## config.mk

```make
export PLATFORM = sky130hd
export DESIGN_NAME = spi_reg_sequencer
export DESIGN_NICKNAME = d
export VERILOG_FILES = /design/src/rtl/spi_reg_sequencer.sv
export SDC_FILE = /design/constraint.sdc
export NUM_CORES = 1
export LEC_CHECK = 0
export ABC_CLOCK_PERIOD_IN_PS = 1900
export BUFFER_PORTS_ARGS = -buffer_cell sky130_fd_sc_hd__buf_2
export CAP_MARGIN = 5
export CORE_MARGIN = 2
export CORE_UTILIZATION = 42
export DETAILED_ROUTE_END_ITERATION = 6
export PLACE_DENSITY = 0.77
export SLEW_MARGIN = 20
export SYNTH_ARGS = -nofsm -noshare
export SYNTH_HDL_FRONTEND = slang
export SYNTH_SLANG_ARGS = --single-unit
```

## constraint.sdc

```tcl
create_clock -name clk -period 1.9 [get_ports clk]
set_input_delay 0.19 -clock clk [delete_from_list [all_inputs] [get_ports clk]]
set_output_delay 0.19 -clock clk [all_outputs]
set_load 0.01 [all_outputs]
```

## src/rtl/spi_reg_sequencer.sv

```systemverilog
// spi_reg_sequencer: formats host register accesses and boot-time ROM replays
// into ADC-style instruction words for the downstream SPI shifter, paces them
// with an inter-transaction gap and flags shifter start timeouts.
module spi_reg_sequencer #(
    parameter int unsigned N_ENTRIES     = 16,
    parameter int unsigned GAP_CYCLES    = 2,
    parameter int unsigned START_TIMEOUT = 3,
    localparam int unsigned ROM_AW       = $clog2(N_ENTRIES)
) (
    input  logic              clk,
    input  logic              reset_n,
    input  logic              cmd_valid,
    output logic              cmd_ready,
    input  logic              cmd_rw,
    input  logic [12:0]       cmd_addr,
    input  logic [7:0]        cmd_wdata,
    output logic              rsp_valid,
    output logic [7:0]        rsp_rdata,
    input  logic              start_init,
    output logic              init_busy,
    output logic              init_done,
    output logic              err,
    output logic [ROM_AW-1:0] rom_addr,
    input  logic [20:0]       rom_data,
    output logic [31:0]       spi_data_out,
    output logic [5:0]        spi_write_bits,
    output logic [5:0]        spi_read_bits,
    output logic              spi_request,
    input  logic              spi_busy,
    input  logic [31:0]       spi_data_in
);

    localparam int unsigned CNT_MAX   = (GAP_CYCLES > START_TIMEOUT) ? GAP_CYCLES : START_TIMEOUT;
    localparam int unsigned CNT_W     = $clog2(CNT_MAX + 1);
    localparam logic [12:0] TERM_ADDR = 13'h1FFF;

    typedef enum logic [2:0] {
        IDLE,
        ROM_FETCH,
        ISSUE,
        WAIT_START,
        WAIT_DONE,
        GAP,
        INIT_END
    } state_t;

    state_t              state_q, state_d;
    logic                pend_q, pend_d;
    logic [CNT_W-1:0]    cnt_q, cnt_d;
    logic                host_q, host_d;
    logic                is_read_q, is_read_d;

    logic                cmd_ready_q, cmd_ready_d;
    logic                rsp_valid_q, rsp_valid_d;
    logic [7:0]          rsp_rdata_q, rsp_rdata_d;
    logic                init_busy_q, init_busy_d;
    logic                init_done_q, init_done_d;
    logic                err_q, err_d;
    logic [ROM_AW-1:0]   rom_addr_q, rom_addr_d;
    logic [31:0]         spi_data_q, spi_data_d;
    logic [5:0]          spi_wbits_q, spi_wbits_d;
    logic [5:0]          spi_rbits_q, spi_rbits_d;
    logic                spi_req_q, spi_req_d;

    // Only the low byte of the shifter capture carries read data.
    logic unused_spi_hi;
    assign unused_spi_hi = ^spi_data_in[31:8];

    function automatic logic [31:0] fmt_write(input logic [12:0] addr, input logic [7:0] data);
        return {1'b0, 2'b00, addr, data, 8'h00};
    endfunction

    function automatic logic [31:0] fmt_read(input logic [12:0] addr);
        return {1'b1, 2'b00, addr, 16'h0000};
    endfunction

    // Next-state and next-output decode; every register holds unless changed.
    always_comb begin
        state_d     = state_q;
        pend_d      = pend_q;
        cnt_d       = cnt_q;
        host_d      = host_q;
        is_read_d   = is_read_q;
        rsp_valid_d = 1'b0;
        rsp_rdata_d = rsp_rdata_q;
        init_busy_d = init_busy_q;
        init_done_d = init_done_q;
        err_d       = err_q;
        rom_addr_d  = rom_addr_q;
        spi_data_d  = spi_data_q;
        spi_wbits_d = spi_wbits_q;
        spi_rbits_d = spi_rbits_q;
        spi_req_d   = 1'b0;

        // A start request outside an active replay is remembered until IDLE.
        if (start_init && !init_busy_q) begin
            pend_d      = 1'b1;
            init_done_d = 1'b0;
        end

        case (state_q)
            IDLE: begin
                if (pend_q || start_init) begin
                    pend_d      = 1'b0;
                    rom_addr_d  = '0;
                    init_busy_d = 1'b1;
                    init_done_d = 1'b0;
                    err_d       = 1'b0;
                    state_d     = ROM_FETCH;
                end else if (cmd_valid && cmd_ready_q) begin
                    host_d    = 1'b1;
                    is_read_d = cmd_rw;
                    if (cmd_rw) begin
                        spi_data_d  = fmt_read(cmd_addr);
                        spi_wbits_d = 6'd16;
                        spi_rbits_d = 6'd8;
                    end else begin
                        spi_data_d  = fmt_write(cmd_addr, cmd_wdata);
                        spi_wbits_d = 6'd24;
                        spi_rbits_d = 6'd0;
                    end
                    state_d = ISSUE;
                end
            end

            ROM_FETCH: begin
                if (rom_data[20:8] == TERM_ADDR) begin
                    state_d = INIT_END;
                end else begin
                    host_d      = 1'b0;
                    is_read_d   = 1'b0;
                    spi_data_d  = fmt_write(rom_data[20:8], rom_data[7:0]);
                    spi_wbits_d = 6'd24;
                    spi_rbits_d = 6'd0;
                    state_d     = ISSUE;
                end
            end

            ISSUE: begin
                spi_req_d = 1'b1;
                cnt_d     = '0;
                state_d   = WAIT_START;
            end

            WAIT_START: begin
                if (spi_busy) begin
                    state_d = WAIT_DONE;
                end else if (cnt_q == CNT_W'(START_TIMEOUT - 1)) begin
                    err_d       = 1'b1;
                    init_busy_d = 1'b0;
                    init_done_d = 1'b0;
                    if (host_q) begin
                        rsp_valid_d = 1'b1;
                        rsp_rdata_d = 8'h00;
                    end
                    cnt_d   = '0;
                    state_d = GAP;
                end else begin
                    cnt_d = cnt_q + CNT_W'(1);
                end
            end

            WAIT_DONE: begin
                if (!spi_busy) begin
                    if (host_q) begin
                        rsp_valid_d = 1'b1;
                        rsp_rdata_d = is_read_q ? spi_data_in[7:0] : 8'h00;
                    end
                    cnt_d   = '0;
                    state_d = GAP;
                end
            end

            GAP: begin
                if (cnt_q == CNT_W'(GAP_CYCLES - 1)) begin
                    cnt_d = '0;
                    if (!init_busy_q) begin
                        state_d = IDLE;
                    end else if (rom_addr_q == ROM_AW'(N_ENTRIES - 1)) begin
                        state_d = INIT_END;
                    end else begin
                        rom_addr_d = rom_addr_q + ROM_AW'(1);
                        state_d    = ROM_FETCH;
                    end
                end else begin
                    cnt_d = cnt_q + CNT_W'(1);
                end
            end

            INIT_END: begin
                init_busy_d = 1'b0;
                init_done_d = 1'b1;
                state_d     = IDLE;
            end

            default: state_d = IDLE;
        endcase

        cmd_ready_d = (state_d == IDLE) && !pend_d;
    end

    // State and registered outputs; reset drops any in-flight transaction.
    always_ff @(posedge clk or negedge reset_n) begin
        if (!reset_n) begin
            state_q     <= IDLE;
            pend_q      <= 1'b0;
            cnt_q       <= '0;
            host_q      <= 1'b0;
            is_read_q   <= 1'b0;
            cmd_ready_q <= 1'b0;
            rsp_valid_q <= 1'b0;
            rsp_rdata_q <= 8'h00;
            init_busy_q <= 1'b0;
            init_done_q <= 1'b0;
            err_q       <= 1'b0;
            rom_addr_q  <= '0;
            spi_data_q  <= 32'h0;
            spi_wbits_q <= 6'd0;
            spi_rbits_q <= 6'd0;
            spi_req_q   <= 1'b0;
        end else begin
            state_q     <= state_d;
            pend_q      <= pend_d;
            cnt_q       <= cnt_d;
            host_q      <= host_d;
            is_read_q   <= is_read_d;
            cmd_ready_q <= cmd_ready_d;
            rsp_valid_q <= rsp_valid_d;
            rsp_rdata_q <= rsp_rdata_d;
            init_busy_q <= init_busy_d;
            init_done_q <= init_done_d;
            err_q       <= err_d;
            rom_addr_q  <= rom_addr_d;
            spi_data_q  <= spi_data_d;
            spi_wbits_q <= spi_wbits_d;
            spi_rbits_q <= spi_rbits_d;
            spi_req_q   <= spi_req_d;
        end
    end

    assign cmd_ready      = cmd_ready_q;
    assign rsp_valid      = rsp_valid_q;
    assign rsp_rdata      = rsp_rdata_q;
    assign init_busy      = init_busy_q;
    assign init_done      = init_done_q;
    assign err            = err_q;
    assign rom_addr       = rom_addr_q;
    assign spi_data_out   = spi_data_q;
    assign spi_write_bits = spi_wbits_q;
    assign spi_read_bits  = spi_rbits_q;
    assign spi_request    = spi_req_q;

endmodule

```

==> impl_metrics.sql <==
INSERT INTO impl_metrics (metric_group, metric, value, unit) VALUES
('synth', 'ys_async_sr_fraction', '100.0', '%'),
('sta', 'worst_clock_skew', '0.003428', 'ns'),
('placed_design', 'globalplace.congestion', '0.8745', ''),
('layout', 'synthToLayoutAreaGrowth', '24.98', '%'),
('clocking', 'clock_buffers_created_by_tritoncts', '5', ''),
('placed_design', 'port_buffers', '98', ''),
('sta', 'rsz0062_at_grt', 'no', ''),
('drt', 'detailedRoute.firstPassIterationCount', '4', ''),
('drt', 'avgRoutedWirePerCell', '13.22', 'um'),
('synth', 'netlist_top_cells_count', 'dfrtp_1, buf_4, inv_1, mux2_2, mux2i_1', ''),
('power_and_ir_drop', 'leakage_power', '1.652', 'nW'),
('global_route', 'grt_usage', '16.49', '%'),
('layout', 'antenna_cells', '0', ''),
('clocking', 'cts.reportedPaths.clkPinSlew', '0.09', 'ns'),
('clocking', 'cts_tree', 'built', ''),
('sta', 'maxClockFrequency', '0.5486', 'GHz'),
('global_route', 'antenna_found_initial', '0', ''),
('drt', 'vias_per_cell', '4.948', ''),
('sta', 'finalSetupViolCount', '0', ''),
('layout', 'finish.net_count', '445', ''),
('worst_setup_path', 'critical_path_peak_fanout', '9', ''),
('floorplanning', 'floorplan.rows', '29', ''),
('sta', 'period_share', '95.93', '%'),
('placed_design', 'detailed_place.area', '3281', 'um^2'),
('global_route', 'gr-usage-met1', '21.10', '%'),
('drt', 'final_antenna_net_count', '0', ''),
('floorplanning', 'die_h', '84.26', 'um'),
('floorplanning', 'floorplan.io_pins', '142', ''),
('status', 'outcome', 'finished, final reports clean', ''),
('global_route', 'grt_first_pass_wirelength', '9522', 'um'),
('synth', 'synth.cell_area', '2705', 'um^2'),
('placed_design', 'detailedPlacementHpwl', '4550', 'um'),
('worst_setup_path', 'rr_worst_depth', '5', ''),
('synth', 'synth_top_cell_by_area', 'dfrtp_1', ''),
('run', 'maxCapViolations', '0', ''),
('worst_hold_path', 'timing.hold.worst.class', 'in2reg', ''),
('worst_hold_path', 'worstHoldPathCells', '3', ''),
('sta', 'slew_headroom', '62.51', '%'),
('layout', 'final_cell_area', '3381', 'um^2'),
('clocking', 'clock-sinks', '49', ''),
('synth', 'ys.flop_type', 'dfrtp_1', ''),
('synth', 'share_of_the_synthesized_area_in_the_top_cell_type', '45.33', '%'),
('worst_setup_path', 'endpoint_kind', 'register', ''),
('worst_setup_path', 'timing.critical_path.from_type', 'register', ''),
('synth', 'synth.yosys.seq_area_share', '45.33', '%'),
('sta', 'worst_pin_slew', '0.5565', 'ns'),
('power_and_ir_drop', 'irDropWorstVdd', '774.8', 'uV'),
('clocking', 'clk_latency', '0.30', 'ns'),
('synth', 'syn-mean-instance-area', '10.48', 'um^2'),
('layout', 'layout.core_utilization', '53.86', '%'),
('layout', 'share_of_cells_above_drive_strength_1', '41.92', '%'),
('synth', 'synthMostInstantiatedCell', 'dfrtp_1', ''),
('power_and_ir_drop', 'p_per_cell_area', '1373', 'nW/um^2'),
('synth', 'ys_ff_latch', '49', ''),
('clocking', 'cts_buffer_depth', '2', ''),
('floorplanning', 'area_of_the_placeable_core', '6277', 'um^2'),
('global_route', 'grt-ovfl-total', '0', ''),
('global_route', 'use_met3', '3.540', '%'),
('synth', 'edff_count_synth', '0', ''),
('worst_setup_path', 'setup.worst_path.class', 'reg2reg', ''),
('worst_setup_path', 'required', '2.13', 'ns'),
('global_route', 'global_routing_s_busiest_layer', 'met2', ''),
('sta', 'setup_total_negative_slack', '0', 'ns'),
('layout', 'nFillCells', '561', ''),
('synth', 'ys_warn_count', '0', ''),
('floorplanning', 'die_width', '84.26', 'um'),
('global_route', 'first_global_vias', '2071', ''),
('sta', 'timing.final.max_slew_violations', '0', ''),
('worst_setup_path', 'critPathArrivalTime', '2.05', 'ns'),
('drt', 'drt_wl_total', '5843', 'um'),
('worst_setup_path', 'ff2ff_setup_slack', '0.08', 'ns'),
('clocking', 'clock-root-buffer', 'clkbuf_8', ''),
('synth', 'unique_masters_post_synth', '43', ''),
('synth', 'most_area_consuming_cells_after_synthesis', 'dfrtp_1, mux2_2, buf_4', ''),
('sta', 'final_period_minus_worst_setup_slack', '1.823', 'ns'),
('global_route', 'grt_max_degree', '24', ''),
('sta', 'hold_violations', '0', ''),
('synth', 'synth_cells', '258', ''),
('drt', 'drt_first_iter_violations', '156', ''),
('drt', 'drt_drc_violations_left', '0', ''),
('global_route', 'gr-usage-met2', '28.35', '%'),
('floorplanning', 'dieArea', '7099', 'um^2'),
('drt', 'route.vias.total', '2187', ''),
('floorplanning', 'starting_utilization_of_the_core_area', '43.09', '%'),
('clocking', 'cts.htree.levels', '2', '');
[metal layers]
layer	vias up	part of all wire, %
li1	1074	-
met3	9	6.5
met1	1016	44
met2	88	48
met5	-	0
met4	0	1.2
[per-stage QoR]
step / power (mW) / setup WS (ns) / hold WS, ns / cells
after CTS: 4.691 / 0.07006 / 0.1142 / 442
after floorplan: 3.257 / 0.1293 / -0.1056 / 276
after global routing: 4.958 / 0.006079 / 0.1232 / 442
final: 4.641 / 0.07724 / 0.1165 / 442
after detailed placement: 4.044 / 0.09386 / 0.1936 / 433
after global placement: 3.982 / 0.1303 / 0.1809 / 433
[cells in the final DEF (no fill, tap or decap), types with 3 or more instances in the layout]
cell	synthesis	layout
a21oi_1	12	12
buf_12	1	3
buf_2	3	98
buf_4	23	13
clkbuf_8	0	5
conb_1	1	19
dfrtp_1	49	49
inv_1	22	22
mux2_2	18	18
mux2_4	8	8
mux2i_1	17	17
nand2_1	15	15
nand2b_1	4	4
nand3_1	10	10
nand4_1	3	3
nor2_1	3	3
nor3_1	5	5
nor3b_1	9	8
nor4_1	3	3
o21ai_0	10	10
o2bb2ai_1	3	3
or3_1	3	3
[state kept, by name, indices dropped and copies added (netlist names), 2 cells and up]
register        count
spi_data_out       21
cnt_q               2
rom_addr            4
state_q             3
spi_write_bits      2
rsp_rdata           8
[worst max-delay path, cell delays in order (launching register included)]
cell	delay (ns)
dfrtp_1	0.49
or3b_2	0.53
o22ai_1	0.17
and3_1	0.23
buf_12	0.15
mux2i_1	0.18
[repair_timing]
| item | in CTS | in global routing |
|---|---|---|
| hold endpoints to repair | 21 | 0 |
| buffers inserted | 0 | 0 |
| gates resized for setup | 0 | 0 |
| hold buffers | 1 | 0 |
[report_power, final]
group / internal (mW) / switching [mW] / total (mW)
sequential: 1.46 / 0.264 / 1.72
clock: 0.262 / 0.364 / 0.626
combinational: 1.18 / 1.11 / 2.29
[area by class of cell]
type | instances | area [um^2] | share of cell area [%]
Sequential cell | 49 | 1226 | 36.27
Timing Repair Buffer | 115 | 658.1 | 19.47
Clock inverter | 3 | 21.27 | 0.6292
Clock buffer | 5 | 68.82 | 2.036
Inverter | 22 | 82.58 | 2.443
Multi-Input combinational cell | 171 | 1227 | 36.31
Tap cell | 77 | 96.34 | 2.850
[path summary, 6_finish.rpt]
kind                                               startpoint                       endpoint
max in group asynchronous                             reset_n   spi_data_out[15]$_DFFE_PN0P_
worst min-delay path                           spi_data_in[1]       rsp_rdata[1]$_DFFE_PN0P_
worst max-delay path                     state_q[2]$_DFF_PN0_       rsp_rdata[4]$_DFFE_PN0P_
worst max register to register           state_q[2]$_DFF_PN0_       rsp_rdata[4]$_DFFE_PN0P_
min in group asynchronous                             reset_n   spi_data_out[16]$_DFFE_PN0P_
worst min register to register  spi_write_bits[4]$_DFFE_PN0P_  spi_write_bits[4]$_DFFE_PN0P_
[cell families after synthesis]
family	Yosys count	share of synthesized area, %
AOI/OAI and AO/OA	38	8.881
xor gates and xnor gates	1	0.3238
adders and majority gates	1	0.4625
buffers and inverters	56	11.98
DFF	49	45.33
muxes	43	18.22
other	1	0.1386
and+or+nand+nor	69	14.66
Power figures use the tool's default switching activity.
